`src/rtl/serial_addsub_pkg.sv`:
```
// Shared types and helpers for the digit-serial add/subtract unit.
package serial_addsub_pkg;

  typedef enum logic [1:0] {
    IDLE = 2'd0,
    RUN  = 2'd1,
    DONE = 2'd2
  } state_t;

  localparam logic OP_ADD = 1'b0;
  localparam logic OP_SUB = 1'b1;

  function automatic int unsigned ndig(input int unsigned width, input int unsigned digit);
    return width / digit;
  endfunction

endpackage

```
`src/rtl/serial_addsub_digit_adder.sv`:
```
// One DIGIT-wide ripple slice; also exposes the carry into its MSB for overflow detection.
module digit_adder #(
  parameter int unsigned DIGIT = 4
) (
  input  logic [DIGIT-1:0] a,
  input  logic [DIGIT-1:0] b,
  input  logic             cin,
  output logic [DIGIT-1:0] sum,
  output logic             cout,
  output logic             cmsb
);

  logic [DIGIT:0] cy;

  always_comb begin
    cy    = '0;
    sum   = '0;
    cy[0] = cin;
    for (int i = 0; i < int'(DIGIT); i++) begin
      sum[i]   = a[i] ^ b[i] ^ cy[i];
      cy[i+1]  = (a[i] & b[i]) | (a[i] & cy[i]) | (b[i] & cy[i]);
    end
  end

  assign cout = cy[DIGIT];
  assign cmsb = cy[DIGIT-1];

endmodule

```
`src/rtl/serial_addsub.sv`:
```
// Digit-serial signed/unsigned add/subtract with valid/ready handshake.
// Define SERIAL_ADDSUB_SAT_EN to add the sat port and signed saturation.
module serial_addsub
  import serial_addsub_pkg::*;
#(
  parameter int unsigned WIDTH = 16,
  parameter int unsigned DIGIT = 4
) (
  input  logic             clk,
  input  logic             rst_n,
  input  logic             in_valid,
  output logic             in_ready,
  input  logic [WIDTH-1:0] a,
  input  logic [WIDTH-1:0] b,
  input  logic             op,
`ifdef SERIAL_ADDSUB_SAT_EN
  input  logic             sat,
`endif
  output logic             out_valid,
  input  logic             out_ready,
  output logic [WIDTH-1:0] s,
  output logic             c,
  output logic             v,
  output logic             z,
  output logic             n
);

  localparam int unsigned NDIG = ndig(WIDTH, DIGIT);
  localparam int unsigned SW   = $clog2(WIDTH);
  localparam logic [SW-1:0] LAST_POS = SW'((NDIG - 1) * DIGIT);

  state_t           state;
  logic [WIDTH-1:0] a_r;
  logic [WIDTH-1:0] b_r;
  logic             op_r;
  logic             cy;
  logic [SW-1:0]    pos;
`ifdef SERIAL_ADDSUB_SAT_EN
  logic             sat_r;
`endif

  logic [DIGIT-1:0] dsum;
  logic             dcout;
  logic             dcmsb;
  logic             vraw;
  logic [WIDTH-1:0] s_nxt;
  logic [WIDTH-1:0] s_fin;

  digit_adder #(.DIGIT(DIGIT)) u_digit (
    .a    (a_r[pos +: DIGIT]),
    .b    (b_r[pos +: DIGIT]),
    .cin  (cy),
    .sum  (dsum),
    .cout (dcout),
    .cmsb (dcmsb)
  );

  assign vraw = dcmsb ^ dcout;

  // Merge the current digit into s; on the last digit this is the final result.
  always_comb begin
    s_nxt              = s;
    s_nxt[pos +: DIGIT] = dsum;
    s_fin              = s_nxt;
`ifdef SERIAL_ADDSUB_SAT_EN
    // On overflow the raw sign is inverted relative to the true result.
    if (sat_r && vraw) begin
      s_fin = s_nxt[WIDTH-1] ? {1'b0, {(WIDTH-1){1'b1}}} : {1'b1, {(WIDTH-1){1'b0}}};
    end
`endif
  end

  always_ff @(posedge clk or negedge rst_n) begin
    if (!rst_n) begin
      state     <= IDLE;
      in_ready  <= 1'b1;
      out_valid <= 1'b0;
      s         <= '0;
      c         <= 1'b0;
      v         <= 1'b0;
      z         <= 1'b0;
      n         <= 1'b0;
      a_r       <= '0;
      b_r       <= '0;
      op_r      <= OP_ADD;
      cy        <= 1'b0;
      pos       <= '0;
`ifdef SERIAL_ADDSUB_SAT_EN
      sat_r     <= 1'b0;
`endif
    end else begin
      case (state)
        IDLE: begin
          if (in_valid) begin
            a_r      <= a;
            b_r      <= b ^ {WIDTH{op}};
            op_r     <= op;
            cy       <= op;
            pos      <= '0;
`ifdef SERIAL_ADDSUB_SAT_EN
            sat_r    <= sat;
`endif
            in_ready <= 1'b0;
            state    <= RUN;
          end
        end
        RUN: begin
          s   <= s_nxt;
          cy  <= dcout;
          pos <= pos + SW'(DIGIT);
          if (pos == LAST_POS) begin
            s         <= s_fin;
            c         <= dcout ^ op_r;
            v         <= vraw;
            z         <= (s_fin == '0);
            n         <= s_fin[WIDTH-1];
            out_valid <= 1'b1;
            state     <= DONE;
          end
        end
        DONE: begin
          if (out_ready) begin
            out_valid <= 1'b0;
            in_ready  <= 1'b1;
            state     <= IDLE;
          end
        end
        default: begin
          state <= IDLE;
        end
      endcase
    end
  end

endmodule
```
`config.mk`:
```
export PLATFORM = sky130hd
export DESIGN_NAME = serial_addsub
export DESIGN_NICKNAME = d
export VERILOG_FILES = /design/src/rtl/serial_addsub_pkg.sv /design/src/rtl/serial_addsub_digit_adder.sv /design/src/rtl/serial_addsub.sv
export SDC_FILE = /design/constraint.sdc
export NUM_CORES = 1
export LEC_CHECK = 0
export CORE_ASPECT_RATIO = 0.9
export CORE_MARGIN = 2
export CORE_UTILIZATION = 55
export CTS_CLUSTER_SIZE = 12
export DETAILED_ROUTE_END_ITERATION = 10
export PLACE_DENSITY = 0.84
export SLEW_MARGIN = 20
export SYNTH_ARGS = -nofsm -noshare
export SYNTH_HDL_FRONTEND = slang
export SYNTH_HIERARCHICAL = 1
export SYNTH_SLANG_ARGS = --single-unit
```
`constraint.sdc`:
```
create_clock -name clk -period 5.8 [get_ports clk]
set_input_delay 0.87 -clock clk [delete_from_list [all_inputs] [get_ports clk]]
set_output_delay 0.87 -clock clk [all_outputs]
set_load 0.005 [all_outputs]
```
# ---- Yosys cells after proc, flatten, opt, wreduce, memory -nomap -nowiden
# Cells that the tools add are included.
dict set report word_totals {
  ff_bits 62
  out_inout_bits 22
}
dict set report op_classes {
  n_addsub 2
  n_eq_ne 6
  shift 4
  mux 15
  bitwise 31
  n_reduce_logical 11
}
# operator n
set ops {}
lappend ops {{indexed part select 16 x 5 -> 4 bit} 2}
lappend ops {{bitwise mux 16 bit} 1}
lappend ops {{zero test 16 bit} 1}
lappend ops {{variable shift 4 x 6 -> 16 bit, first input constant} 1}
lappend ops {{indexed part select 4 x 6 -> 16 bit} 1}
lappend ops {{XOR 16 bit} 1}
lappend ops {{AND 1 bit} 12}
lappend ops {{XOR 1 bit} 10}
lappend ops {{AND reduction 3 bit} 3}
lappend ops {{bitwise OR 1 bit} 8}
lappend ops {{case mux 4 bit (2 select lines)} 1}
lappend ops {{two-way mux 2 bit} 3}
lappend ops {{!= test 2 bit, second input constant} 3}
lappend ops {{negator 4 -> 6 bit} 1}
lappend ops {{case mux 1 bit (2 select lines)} 3}
lappend ops {{case mux 2 bit (3 select lines)} 1}
lappend ops {{AND reduction 2 bit} 3}
lappend ops {{nonzero test 2 bit} 3}
lappend ops {{two-way mux 1 bit} 5}
lappend ops {{adder 4 x 3 -> 4 bit, second input constant} 1}
lappend ops {{== test 4 bit, second input constant} 1}
lappend ops {{two-way mux 4 bit} 1}
lappend ops {{== test 2 x 1 -> 1 bit, second input constant} 1}
lappend ops {{== test 2 bit, second input constant} 1}
lappend ops {{zero test 2 bit} 1}

# ---- Depth between registers and ports, before layout
# Gate-level depths: netlist (run 1).
dict set report logic_depth {
  word_depth 14
  depth_mapped 14
  depth_no_buf 12
}

# ---- Modules after synthesis
# Netlist (run 1), hierarchy kept.
# module instances cells_each area_per_inst_um2
set by_module_without_submodules {}
lappend by_module_without_submodules {serial_addsub 1 241 2856.5}
lappend by_module_without_submodules {digit_adder 1 14 117.6}

# ---- Worst setup path before layout (run 1)
# Ideal clock, no wire load.
dict set report synth_path {
  path_type {register -> register}
  start {register pos[2]}
  end {register z}
  arrival_ns 3.445
  t_required_ns 5.680
  setup_slack_ns 2.235
  path_stages_with_launch 15
  n_path_buf 2
  period_less_slack_ns 3.565
  path_cell_list {dfrtp_1 buf_6 buf_2 mux4_2 inv_1 fa_1 inv_1 fa_1 fa_1 inv_1 fa_1 inv_1 inv_1 o31a_1 a41o_1}
}
dict set report synth_via {
  elab_chain_len 14
  word_cells_on_any_way 32
  cone_classes {1 x add/sub; 1 x eq/ne; 4 x shift; 1 x mux; 23 x bitwise; 2 x reduce/logical}
}
# element line_no
set synth_rtl {}
lappend synth_rtl {{from (decl)} serial_addsub.sv:37} ;# logic [SW-1:0] pos;
lappend synth_rtl {{from (signal assigned)} serial_addsub.sv:110} ;# pos <= pos + SW'(DIGIT);
lappend synth_rtl {{indexed part select 16 x 5 -> 4 bit (on tied branches)} {serial_addsub.sv:50, serial_addsub.sv:51}}
lappend synth_rtl {{AND 1 bit} serial_addsub_digit_adder.sv:21} ;# cy[i+1] = (a[i] & b[i]) | (a[i] & cy[i]) | (b[i] & cy[i]);
lappend synth_rtl {{bitwise OR 1 bit (2 in series)} serial_addsub_digit_adder.sv:21}
lappend synth_rtl {{AND 1 bit} serial_addsub_digit_adder.sv:21}
lappend synth_rtl {{bitwise OR 1 bit (2 in series)} serial_addsub_digit_adder.sv:21}
lappend synth_rtl {{AND 1 bit} serial_addsub_digit_adder.sv:21}
lappend synth_rtl {{bitwise OR 1 bit} serial_addsub_digit_adder.sv:21}
lappend synth_rtl {{bitwise OR 1 bit *} serial_addsub_digit_adder.sv:21}
lappend synth_rtl {{net dcmsb} serial_addsub.sv:44} ;# logic dcmsb;
lappend synth_rtl {{XOR 1 bit *} serial_addsub_digit_adder.sv:20} ;# sum[i] = a[i] ^ b[i] ^ cy[i];
lappend synth_rtl {{net dsum[3]} serial_addsub.sv:42} ;# logic [DIGIT-1:0] dsum;
lappend synth_rtl {{indexed part select 4 x 6 -> 16 bit *} serial_addsub.sv:63} ;# s_nxt[pos +: DIGIT] = dsum;
lappend synth_rtl {{bitwise mux 16 bit *} serial_addsub.sv:63}
lappend synth_rtl {{zero test 16 bit *} serial_addsub.sv:115} ;# z <= (s_fin == '0);
lappend synth_rtl {{to (signal assigned)} serial_addsub.sv:115}
lappend synth_rtl {{to (decl)} serial_addsub.sv:24} ;# output logic z,
# Mark *: on every way through the listed nets, which the timed path passes. The rest lies on a longest branch.
# A chain may end at the register's enable or synchronous reset.

# ---- Worst setup path in the final report (run 1)
# Same ends and word-level chain as after synthesis.

==> impl_results.md, run 1 <==
- Vias: 2117
- Status: completed
- Vias in the first global route: 1988
- Die height: 73.8 um
- Core area: 5220 um^2
- Largest family of logic cells by synthesized area: multiplexers
- # resized after CTS: 0
- WL per Instance: 15.1 um
- Initial antenna violation count: 0
- Register area: 1500 um^2
- Reg-to-reg startpoint: pos[2]
- Dominant cell type by area after synthesis: dfrtp_1
- Reg2Reg Setup Slack: 1840 ps
- Filler cells: 361
- RSZ-0062 raised after global routing: false
- Share of cells above drive strength 1: 15.8%
- Netlist Area Pre-Place: 2970 um^2
- Postcts setup bufs: 0
- Fin Clk Skew: 5.63 ps
- Ys Warns: 6
- Worst Path Buf+Inv: 5
- Layout Utilization: 73.1%
- Crit path cell chain: mux4_2 -> inv_1 -> fa_1 -> inv_1 -> fa_1 -> fa_1 -> inv_1 -> fa_1 -> inv_1 -> inv_1 -> o31a_1 -> a41o_1
- #FFs+latches synth: 60
- Max-cap violations: 0
- Leakage power: 1.62 nW
- Hold Vio Cnt, Final: 0
- Worst-path maximum fanout: 20
- Hold path startpoint: n
- Synth Area in Adders: 4.80%
- Mapped Cells: 255
- Setup Crit Path Kind: reg2reg
- GRT met1 Usage: 26.3%
- Final Cycle Share: 68.2%
- Crit path capture type: register
- Clk sinks: 60
- Hold slack final: 475 ps
- GR Util met2: 33.5%
- CP max stage delay: 900 ps
- Asr flop ratio synth: 100%
- Area delta synth->final: 28.4%
- Synth area leaders: dfrtp_1, mux2_2, mux4_2
- DRT Wirelength: 5790 um
- Most Crowded Layer GR: met2
- Most Frequent Cell on Critical Path: inv_1
- Hold buffer count at cts: 0
- Post-route ant nets: 0
- Synth top area share: 49.6%
- Residual DRC count: 0
- Post-Synth Simple-Gate Area: 9.68%
- Mapped Nets: 301
- CP delay by family, top: adder cells
- Initial Util: 56.9%
- Mapped Avg Cell Area: 11.7 um^2
- Most common cell in the netlist: dfrtp_1
- HP Class: reg2reg
- Post-synthesis mux area share: 13.3%
- Compound-Gate Fraction of Synth Area: 11.9%
- Vias per cell: 5.51
- Worst setup SP type: register
- Top post-synthesis cells by count: dfrtp_1, a21oi_1, nor2_1
- Tot GR Track Use: 21.2%
- First drt pass iteration count: 4
- R2R cell count: 12
- CTS root buffer: clkbuf_8
- Remaining global-route overflow: 0
- Setup violators final: 0
- RePlAce Congestion: 0.835
- R2R Path End: z
- Area occupied by multi-input gates: 1340 um^2
- Worst slew pin tran: 921 ps
- Hold Crit Depth: 1
- First-pass GRT wire length: 9260 um
- Largest net degree at the start of global routing: 61
- CTS tree: done
- H-tree levels: 3
- Buffers on Ports: 58
- Power Density: 611 nW/um^2
- Yosys cell types: 37
- Dpl hpwl: 4050 um
- Die extent in x: 81.5 um
- Worst endpoint required time: 6030 ps
- CTS max path bufs: 2
- Crit path depth: 12
- Die area: 6010 um^2
- EDFF count, synth: 0
- Nets@finish: 358
- Num ports: 59
- Worst slew margin: 38.4%
- Fin. max-slew vios: 0
- Max Freq: 253 MHz
- FP Rows: 25
- Sum of negative setup slack: 0 ps
- Drt first-iter violations: 82
- Final min period: 3960 ps
- Xor/xnor share of the synthesized area: 5.30%
- Top FF cell, synth: dfrtp_1
- Hold Crit Endpoint: n
- TritonCTS buffer count: 9
- Slowest-stage cell, CP: dfrtp_1
- Register area share after synthesis: 50.5%
- Met3 Use GR: 5.90%
- WP data arrival: 4190 ps
- Reg clk slew, reported paths: 70 ps
- Clock latency on the worst-skew pair: 340 ps
- Antenna fix cells: 0
- IR drop worst, VDD: 0.398 mV
==> registers in the layout (all words and copies together) (netlist names), 2 cells and up <==
signal,flops
a_r,16
b_r,16
pos,2
s,16
state,2
==> layout by cell type (no fill, tap or decap), drive strengths merged, types with 2 or more instances in the layout <==
| cell type | n |
|---|---|
| buf | 3 |
| xnor2 | 18 |
| nor3 | 3 |
| nand2 | 15 |
| nor3b | 5 |
| o22ai | 2 |
| a21o | 3 |
| nor4 | 2 |
| nand2b | 2 |
| nor2b | 2 |
| fa | 4 |
| clkbuf | 13 |
| nor2 | 22 |
| inv | 15 |
| dfrtp | 59 |
| a21oi | 23 |
| ha | 5 |
| mux4 | 8 |
| mux2 | 19 |
| o21ai | 5 |
| a22o | 14 |
| clkdlybuf4s50 | 57 |
==> metal layers <==
layer / wire, um / vias to the layer above / part of all wire, %
met4: 167 / 0 / 2.9
met2: 2810 / 64 / 48
met3: 306 / 19 / 5.3
li1: - / 1007 / -
met1: 2510 / 1027 / 43
met5: 0 / - / 0
==> kinds of logic after synthesis <==
kind of cell	Yosys count
flops	60
simple gates	59
compound gates	53
buf+inv	29
xor+xnor	18
mux	27
fa+ha+maj	9
==> power breakdown <==
group	total, mW	switching (mW)	internal [mW]	leakage (nW)
logic	1.17	0.600	0.574	0.780
registers	0.753	0.154	0.599	0.729
clock network	0.406	0.162	0.244	0.112
==> layout make-up <==
cell class	count	share of cell area, %
Tap cell	67	2.20
Multi-Input combinational cell	166	35.2
Clock inverter	3	1.11
Inverter	15	1.47
Clock buffer	13	4.69
Timing Repair Buffer	60	16.0
Sequential cell	60	39.4
==> stage by stage <==
step           setup WS (ps)  total power, mW  std cells  cell area (um^2)
2_1_floorplan           2240             1.58        255              2970
3_3_place_gp            1940             1.87        367              3570
3_5_place_dp            1820             1.92        367              3570
4_1_cts                 1810             2.33        383              3790
5_1_grt                 1610             2.50        384              3820
6_report                1840             2.33        384              3820
==> worst max path at each step <==
stage           start  to  slack, ps
6_report       pos[2]   z       1840
5_1_grt        pos[2]   z       1610
4_1_cts        pos[2]   z       1810
3_5_place_dp   pos[2]   z       1820
3_3_place_gp   pos[2]   z       1940
2_1_floorplan  pos[2]   z       2240
(Power assumes the default switching activity.)
==> inputs of run 2 (changes only) <==
CORE_UTILIZATION = 51   (was 55)
PLACE_DENSITY = 0.79   (was 0.84)
clock period = 3.7 ns   (was 5.8 ns; I/O delays follow)
==> impl_results.md, run 2 (same netlist as run 1, synthesis figures left out) <==
- Status: completed
- Placed Area: 3620 um^2 (+1.4%)
- Area occupied by multi-input gates: 1340 um^2 (unchanged)
- Vias: 2092 (-1.2%)
- Largest net degree at the start of global routing: 37 (-39%)
- Commonest non-fill, non-tap cell in the layout: dfrtp_1
- Drt first-iter violations: 80 (-2.4%)
- Most Frequent Cell on Critical Path: inv_1
- Final Cycle Share: 93.1% (+25 points)
- Filler cells: 454 (+26%)
- Worst-path maximum fanout: 5 (-75%)
- Reg-to-reg startpoint: pos[2]
- Worst slew margin: 38.0% (-0.41 points)
- Num ports: 59 (unchanged)
- Setup violators final: 0 (unchanged)
- Area delta synth->final: 26.9%
- Initial Util: 52.5% (-4.4 points)
- Postcts setup bufs: 0 (unchanged)
- RSZ-0062 raised after global routing: false
- Hold slack final: 292 ps (-183 ps)
- Biggest regs: a_r x16, b_r x16, s x16
- Power, Total: 3.54 mW (+52%)
- Share of cells above drive strength 1: 16.8% (+1.0 points)
- Residual DRC count: 0 (unchanged)
- CP max stage delay: 520 ps (-380 ps)
- Die extent in x: 84.5 um (+3.7%)
- First-pass GRT wire length: 10200 um (+10%)
- Vias in the first global route: 2211 (+11%)
- Clock latency on the worst-skew pair: 340 ps (about the same)
- Register area: 1500 um^2 (unchanged)
- Hold buffer count at cts: 0 (unchanged)
- Crit path cell chain: mux4_2 -> inv_1 -> fa_1 -> inv_1 -> fa_1 -> fa_1 -> inv_1 -> fa_1 -> inv_1 -> inv_1 -> o31a_1 -> a41o_1
- First drt pass iteration count: 4 (unchanged)
- Power Density: 939 nW/um^2 (+54%)
- Hold Vio Cnt, Final: 0 (unchanged)
- Setup Crit Path Kind: reg2reg
- FP Rows: 26 (+4.0%)
- IR drop worst, VDD: 0.542 mV (+36%)
- Fin Clk Skew: 6.42 ps (+0.787 ps)
- CTS tree: done
- Core area: 5660 um^2 (+8.4%)
- Final min period: 3440 ps (-513 ps)
- WL per Instance: 14.7 um (-2.6%)
- Die height: 76.4 um (+3.6%)
- H-tree levels: 3 (unchanged)
- Fin. max-slew vios: 0 (unchanged)
- Commonest non-fill, non-tap cells in the layout: dfrtp_1, clkdlybuf4s50_1, a21oi_1
- Die area: 6460 um^2 (+7.4%)
- DRT Wirelength: 5740 um (-0.78%)
- Max-cap violations: 0 (unchanged)
- Antenna fix cells: 0 (unchanged)
- Crit path capture type: register
- CTS max path bufs: 2 (unchanged)
- Post-route ant nets: 0 (unchanged)
- Dpl hpwl: 4180 um (+3.2%)
- WP data arrival: 3670 ps (-520 ps)
- CTS root buffer: clkbuf_8
- Worst slew pin tran: 927 ps (+6.12 ps)
- Reg2Reg Setup Slack: 260 ps (-1590 ps)
- Clk sinks: 60 (unchanged)
- R2R cell count: 12 (unchanged)
- Leakage power: 1.61 nW (-0.57%)
- R2R Path End: z
- Slowest-stage cell, CP: mux4_2
- Sum of negative setup slack: 0 ps (unchanged)
- Worst setup SP type: register
- Buffers on Ports: 58 (unchanged)
- Max Freq: 290 MHz (+15%)
- HP Class: in2async
- Vias per cell: 5.35 (-3.0%)
- # resized after CTS: 0 (unchanged)
- Reg clk slew, reported paths: 60 ps (about the same)
- Remaining global-route overflow: 0 (unchanged)
- Initial antenna violation count: 0 (unchanged)
- Worst endpoint required time: 3930 ps (-2100 ps)
- TritonCTS buffer count: 9 (unchanged)
- Finished Cell Area: 3770 um^2 (-1.1%)
- Tot GR Track Use: 20.1% (-1.0 points)
- Nets@finish: 363 (+1.4%)
- RePlAce Congestion: 0.882 (+5.6%)
[run 2: changes by cell type in the layout (fill, tap and decap cells not counted), sizes merged]
cell	previous run	this run
buf	3	8
clkbuf	13	9
clkinv	1	5
bufinv	1	0
[run 2: layer usage]
layer  GRT usage [%]  share of wire [%]  vias up  wire length (um)
met5               0                  0        -                 0
met4            8.10                1.5        0                87
met3            5.42                4.2       12               239
met1            26.1                 46     1010              2620
li1                -                  -     1017                 -
met2            32.2                 49       53              2800
[run 2: through the flow]
stage	instances	util, %	worst slack (ps)
after floorplan	255	-	135
after global placement	376	63.9	338
after detailed placement	376	63.9	264
after CTS	391	66.7	248
after global routing	391	66.7	65.2
final	391	66.7	256
[run 2: cell type report]
| class | count | share of cell area, % |
|---|---|---|
| clock inverter | 6 | 0.862 |
| clock buffer | 9 | 3.28 |
| timing repair buffer | 65 | 16.6 |
| sequential | 60 | 39.8 |
| multi-input combinational | 166 | 35.6 |
| tap | 70 | 2.32 |
| inverter | 15 | 1.49 |
[run 2: where the power goes]
| part | switching [mW] | internal, mW |
|---|---|---|
| Sequential | 0.187 | 0.940 |
| Combinational | 1.01 | 0.926 |
| Clock | 0.247 | 0.232 |
| Total | 1.45 | 2.10 |
[run 2: how the worst max path moves through the flow]
stage                     endpoint  startpoint
after detailed placement         z      pos[2]
final                            z      pos[2]
after CTS                        z      pos[2]
after floorplan                  z      pos[2]
after global routing             z      pos[2]
after global placement           z      pos[2]
[run 2: worst max-delay path, delay by kind of cell (launching register included)]
| kind | cells | cell delay [ps] |
|---|---|---|
| multiplexers | 1 | 520 |
| buffers and inverters | 5 | 480 |
| adder cells (fa/ha/maj) | 4 | 1380 |
| flip-flops | 1 | 420 |
| AO/OA/AOI/OAI | 2 | 530 |
==> inputs of run 3 (changes only) <==
==> constraint.sdc (replaced) <==
create_clock -name clk -period 3.7 [get_ports clk]
set_input_delay 0.74 -clock clk [delete_from_list [all_inputs] [get_ports clk]]
set_output_delay 0.74 -clock clk [all_outputs]
set_load 0.005 [all_outputs]
==> impl_results.md, run 3 (same netlist as run 1, synthesis figures left out) <==
- Status: completed
- Reg clk slew, reported paths: 60 ps (about the same)
- Most Frequent Cell on Critical Path: inv_1
- Clock network power share: 17.3% (+3.8 points)
- RSZ-0062 raised after global routing: false
- Largest net degree at the start of global routing: 44 (+19%)
- Vias: 2094 (+0.096%)
- Finished Cell Area: 3830 um^2 (+1.4%)
- Worst-path maximum fanout: 5 (unchanged)
- H-tree levels: 3 (unchanged)
- Fin Clk Skew: 6.31 ps (-0.111 ps)
- Clock latency on the worst-skew pair: 340 ps (about the same)
- Die height: 76.4 um (unchanged)
- Vias in the first global route: 2207 (-0.18%)
- First drt pass iteration count: 4 (unchanged)
- Fin. max-slew vios: 0 (unchanged)
- Setup violators final: 0 (unchanged)
- Flop pwr share: 30.4% (-1.4 points)
- Antenna fix cells: 0 (unchanged)
- Initial Util: 52.5% (unchanged)
- HP Class: reg2reg
- Initial antenna violation count: 0 (unchanged)
- Sum of negative setup slack: 0 ps (unchanged)
- Internal power: 2.25 mW (+7.3%)
- Worst slew pin tran: 930 ps (+3.34 ps)
- Residual DRC count: 0 (unchanged)
- Share of cells above drive strength 1: 16.5% (-0.31 points)
- Power Density: 970 nW/um^2 (+3.4%)
- Logic gate share of total power: 52.3% (-2.4 points)
- Biggest regs: a_r x16, b_r x16, s x16
- Placed Area: 3610 um^2 (-0.21%)
- Post-route ant nets: 0 (unchanged)
- Remaining global-route overflow: 0 (unchanged)
- WL per Instance: 15.1 um (+3.1%)
- DRT Wirelength: 5920 um (+3.1%)
- Leakage power: 1.63 nW (+1.5%)
- Filler cells: 451 (-0.66%)
- Die extent in x: 84.5 um (unchanged)
- Sw Share: 39.4% (-1.4 points)
- First-pass GRT wire length: 10500 um (+2.7%)
- Vias per cell: 5.36 (about the same)
- CTS max path bufs: 2 (unchanged)
- Buffers on Ports: 58 (unchanged)
- Register area: 1500 um^2 (unchanged)
- Hold Vio Cnt, Final: 0 (unchanged)
- Postcts setup bufs: 0 (unchanged)
- Drt first-iter violations: 74 (-7.5%)
- Area delta synth->final: 28.7%
- RePlAce Congestion: 0.894 (+1.3%)
- Worst setup SP type: register
- Worst endpoint required time: 3930 ps (about the same)
- Power, Total: 3.71 mW (+4.8%)
- Max Freq: 290 MHz (-0.17%)
- Num ports: 59 (unchanged)
- Nets@finish: 362 (-0.28%)
- CTS root buffer: clkbuf_8
- Final cell count without fillers: 391 (unchanged)
- Worst slew margin: 37.8% (-0.22 points)
- Switch Pwr: 1.46 mW (+1.2%)
- Final Cycle Share: 93.2% (+0.16 points)
- WP data arrival: 3680 ps (about the same)
- Final min period: 3450 ps (+5.80 ps)
- CP max stage delay: 520 ps (about the same)
- Setup Crit Path Kind: reg2reg
- Slowest-stage cell, CP: mux4_2
- Dpl hpwl: 4280 um (+2.4%)
- Max-cap violations: 0 (unchanged)
- Core area: 5660 um^2 (unchanged)
- FP Rows: 26 (unchanged)
- Crit path cell chain: mux4_2 -> inv_1 -> fa_1 -> inv_1 -> fa_1 -> fa_1 -> inv_1 -> fa_1 -> inv_1 -> inv_1 -> o31a_1 -> a41o_1
- # resized after CTS: 0 (unchanged)
- Hold slack final: 480 ps (+188 ps)
- Commonest non-fill, non-tap cells in the layout: dfrtp_1, clkdlybuf4s50_1, a21oi_1
- Hold buffer count at cts: 0 (unchanged)
- Crit path capture type: register
- IR drop worst, VDD: 0.520 mV (-4.2%)
- Clk sinks: 60 (unchanged)
- CTS tree: done
- Die area: 6460 um^2 (unchanged)
- Area occupied by multi-input gates: 1340 um^2 (unchanged)
- Commonest non-fill, non-tap cell in the layout: dfrtp_1
- TritonCTS buffer count: 9 (unchanged)
- Placed cells: 375 (-0.27%)
- Tot GR Track Use: 20.6% (+0.46 points)
==> run 3: cell count changes in the layout (fill, tap and decap cells not counted), sizes merged <==
cell	before	now
bufinv	0	2
clkbuf	9	11
clkinv	5	3
buf	8	7
clkinvlp	1	0
==> run 3: power groups by stage <==
stage,clock network [mW],logic [mW],registers [mW]
final,0.644,1.94,1.13
after global placement,0,1.87,1.13
after floorplan,0,1.40,1.08
after detailed placement,0,1.93,1.14
after CTS,0.655,1.94,1.13
after global routing,0.688,2.14,1.17
==> run 3: cell type report <==
type / count / share of cell area (%)
flip-flops and latches: 60 / 39.3
inverters: 15 / 1.47
clock inverters: 5 / 1.96
clock buffers: 11 / 3.69
multi-input cells: 166 / 35.1
repair buffers: 64 / 16.2
well taps: 70 / 2.29
==> run 3: critical path: cells and delay by family (launching register included) <==
family,cells,cell delay (ps)
multiplexers,1,520
flip-flops,1,440
adder cells (fa/ha/maj),4,1370
AO/OA/AOI/OAI,2,520
buffers and inverters,5,500
==> run 3: layer usage <==
layer	wire length [um]	global-route usage (%)	vias to the layer above
met4	84	7.78	0
met3	278	4.88	8
met2	2970	34.6	61
li1	-	-	1016
met1	2590	25.9	1009
met5	0	0	-
==> run 3: path summary, 6_finish.rpt <==
check | start | to | slack, ps | cells after the start
worst max-delay path | pos[2] | z | 250 | 12
worst min-delay path | s[13] | s[13] | 480 | 2
worst max register to register | pos[2] | z | 250 | 12
worst min register to register | s[13] | s[13] | 480 | 2
max in group asynchronous | rst_n | in_ready | 2310 | 2
min in group asynchronous | rst_n | s[4] | 540 | 1
==> run 3: metrics by stage <==
step / worst slack (ps) / util, %
global route: 46.0 / 67.6
CTS: 261 / 67.6
finish: 250 / 67.6
global placement: 334 / 63.8
detailed placement: 286 / 63.8
floorplan: 135 / -
==> variant: new RTL, config.mk and constraints of run 2 <==
`DIGIT` is set to 4 in 2 places; all go to 8.
--- a/src/rtl/serial_addsub_digit_adder.sv
+++ b/src/rtl/serial_addsub_digit_adder.sv
@@ -1,5 +1,5 @@
 // One DIGIT-wide ripple slice; also exposes the carry into its MSB for overflow detection.
 module digit_adder #(
-  parameter int unsigned DIGIT = 4
+  parameter int unsigned DIGIT = 8
 ) (
   input  logic [DIGIT-1:0] a,
--- a/src/rtl/serial_addsub.sv
+++ b/src/rtl/serial_addsub.sv
@@ -5,5 +5,5 @@
 #(
   parameter int unsigned WIDTH = 16,
-  parameter int unsigned DIGIT = 4
+  parameter int unsigned DIGIT = 8
 ) (
   input  logic             clk,
Function: changed (Yosys sat finds a counterexample within 4 cycles, from zero or initial values and one cycle with rst_n low).
==> variant against run 2 <==
  * The flow now finishes with violations (setup timing)
  * Cell count shrank 6.9%
  * Utilization grew 3.6 points
  * Sequential cell count shrank 1
  * Worst setup slack lost 0.58 ns
  * Total power grew 9.2%
  * Wire length shrank 5.4%
  * Design area shrank 0.96%
  * Non-clock buffer count grew 7
  * Synthesized area shrank 4.9%
  * Largest power group unchanged
==> variant: results <==
set metrics [dict create \
    layout-drive-gt1-share_pct 32.32 \
    violations "setup timing" \
    worst_slack_ns -0.3270 \
    grt_pass1_vias 1897 \
    final_cells 364 \
    synthCells 221 \
    synth_common_cells "dfrtp_1 (58), mux2_2 (49), a21oi_1 (19)" \
    dp.cells 345 \
    drt_iter0_drc 46 \
    grt_usage_pct 20.01 \
    fin_nets 337 \
    leakage_nw 1.558 \
    worst_r2r_path_depth 16 \
    setup_violations 9 \
    setup_tns_ns -1.757 \
    outcome "complete, but fails checks" \
    synth_area_leaders "dfrtp_1 (51%), mux2_2 (20%), fa_1 (5.7%)" \
    synthMuxAreaShare_pct 19.90 \
    viasPerCell 5.047 \
    post-place-ws_ns -0.4272 \
    fin_skew_ns 0.006117 \
    grt_max_degree 51 \
    synthAdderAreaFrac_pct 5.661 \
    irDropWorstVdd_v 0.0004809 \
    grt_pass1_wl_um 8983 \
    p_sw_share_pct 34.61 \
]
==> variant: cell types whose count changed after synthesis, moves of 4 or more <==
cell            run 2  this run
ha_1                5         0
mux2_2             19        49
a21oi_1            23        19
mux4_2              8         0
a22o_1             14         0
nor3b_1             5         0
nand2_1            15         5
nor2_1             22        17
fa_1                4         8
==> variant: area by class of cell <==
cell class                 instances  area (µm²)
fill                             407        1579
sequential                        59        1479
multi-input combinational        138        1250
timing repair buffer              72       683.2
clock buffer                      14       162.7
tap                               67       83.83
inverter                          12       45.04
clock inverter                     2       35.03
==> variant: how the worst min path moves through the flow <==
stage | start | end | slack, ns | cells after the start
after floorplan | rst_n | a_r[0]$_DFFE_PN0P_ | 0.26 | 0
after global placement | c$_DFFE_PN0P_ | c$_DFFE_PN0P_ | 0.46 | 2
after detailed placement | c$_DFFE_PN0P_ | c$_DFFE_PN0P_ | 0.47 | 2
after CTS | rst_n | s[14]$_DFFE_PN0P_ | 0.42 | 1
after global routing | rst_n | s[9]$_DFFE_PN0P_ | 0.25 | 1
final | rst_n | s[14]$_DFFE_PN0P_ | 0.22 | 1
==> variant: cells by family after synthesis <==
logic type,after synthesis
buffers and inverters,24
muxes,50
AOI/OAI and AO/OA,28
xor gates and xnor gates,18
DFF,59
and+or+nand+nor,34
adders and majority gates,8
==> variant: critical path: stages, from the launching register on <==
cell	delay (ns)
dfrtp_2	0.42
mux2_2	0.35
inv_2	0.06
fa_1	0.16
inv_1	0.05
fa_2	0.33
fa_2	0.35
fa_2	0.35
fa_2	0.35
fa_2	0.35
fa_2	0.36
inv_2	0.06
fa_1	0.41
inv_2	0.07
nor4_1	0.04
nand4_1	0.11
o21ai_2	0.06
==> variant: what timing repair did <==
| action | in CTS | in global routing |
|---|---|---|
| buffers inserted | 2 | 1 |
| setup endpoints to repair | 9 | 9 |
| resized for setup | 4 | 2 |
| pin swaps | 1 | 0 |
==> variant: power groups by stage <==
stage,clock (mW),combinational (mW),sequential (mW)
after floorplan,0,1.32,1.13
after global placement,0,1.96,1.19
after detailed placement,0,2.02,1.21
after CTS,0.601,2.09,1.20
after global routing,0.630,2.30,1.24
final,0.588,2.09,1.19
==> variant: through the flow <==
stage	hold slack [ns]	power, mW
floorplan	0.2594	2.446
global placement	0.4633	3.148
detailed placement	0.4725	3.228
CTS	0.4174	3.885
global route	0.2544	4.167
finish	0.2197	3.870
==> variant: per-layer routing <==
| metal | global-route usage (%) | up-vias | share of wire [%] |
|---|---|---|---|
| met4 | 6.011 | 0 | 1.1 |
| met3 | 6.835 | 8 | 5.0 |
| li1 | - | 893 | - |
| met1 | 24.96 | 880 | 45 |
| met2 | 33.33 | 56 | 49 |
| met5 | 0 | - | 0 |
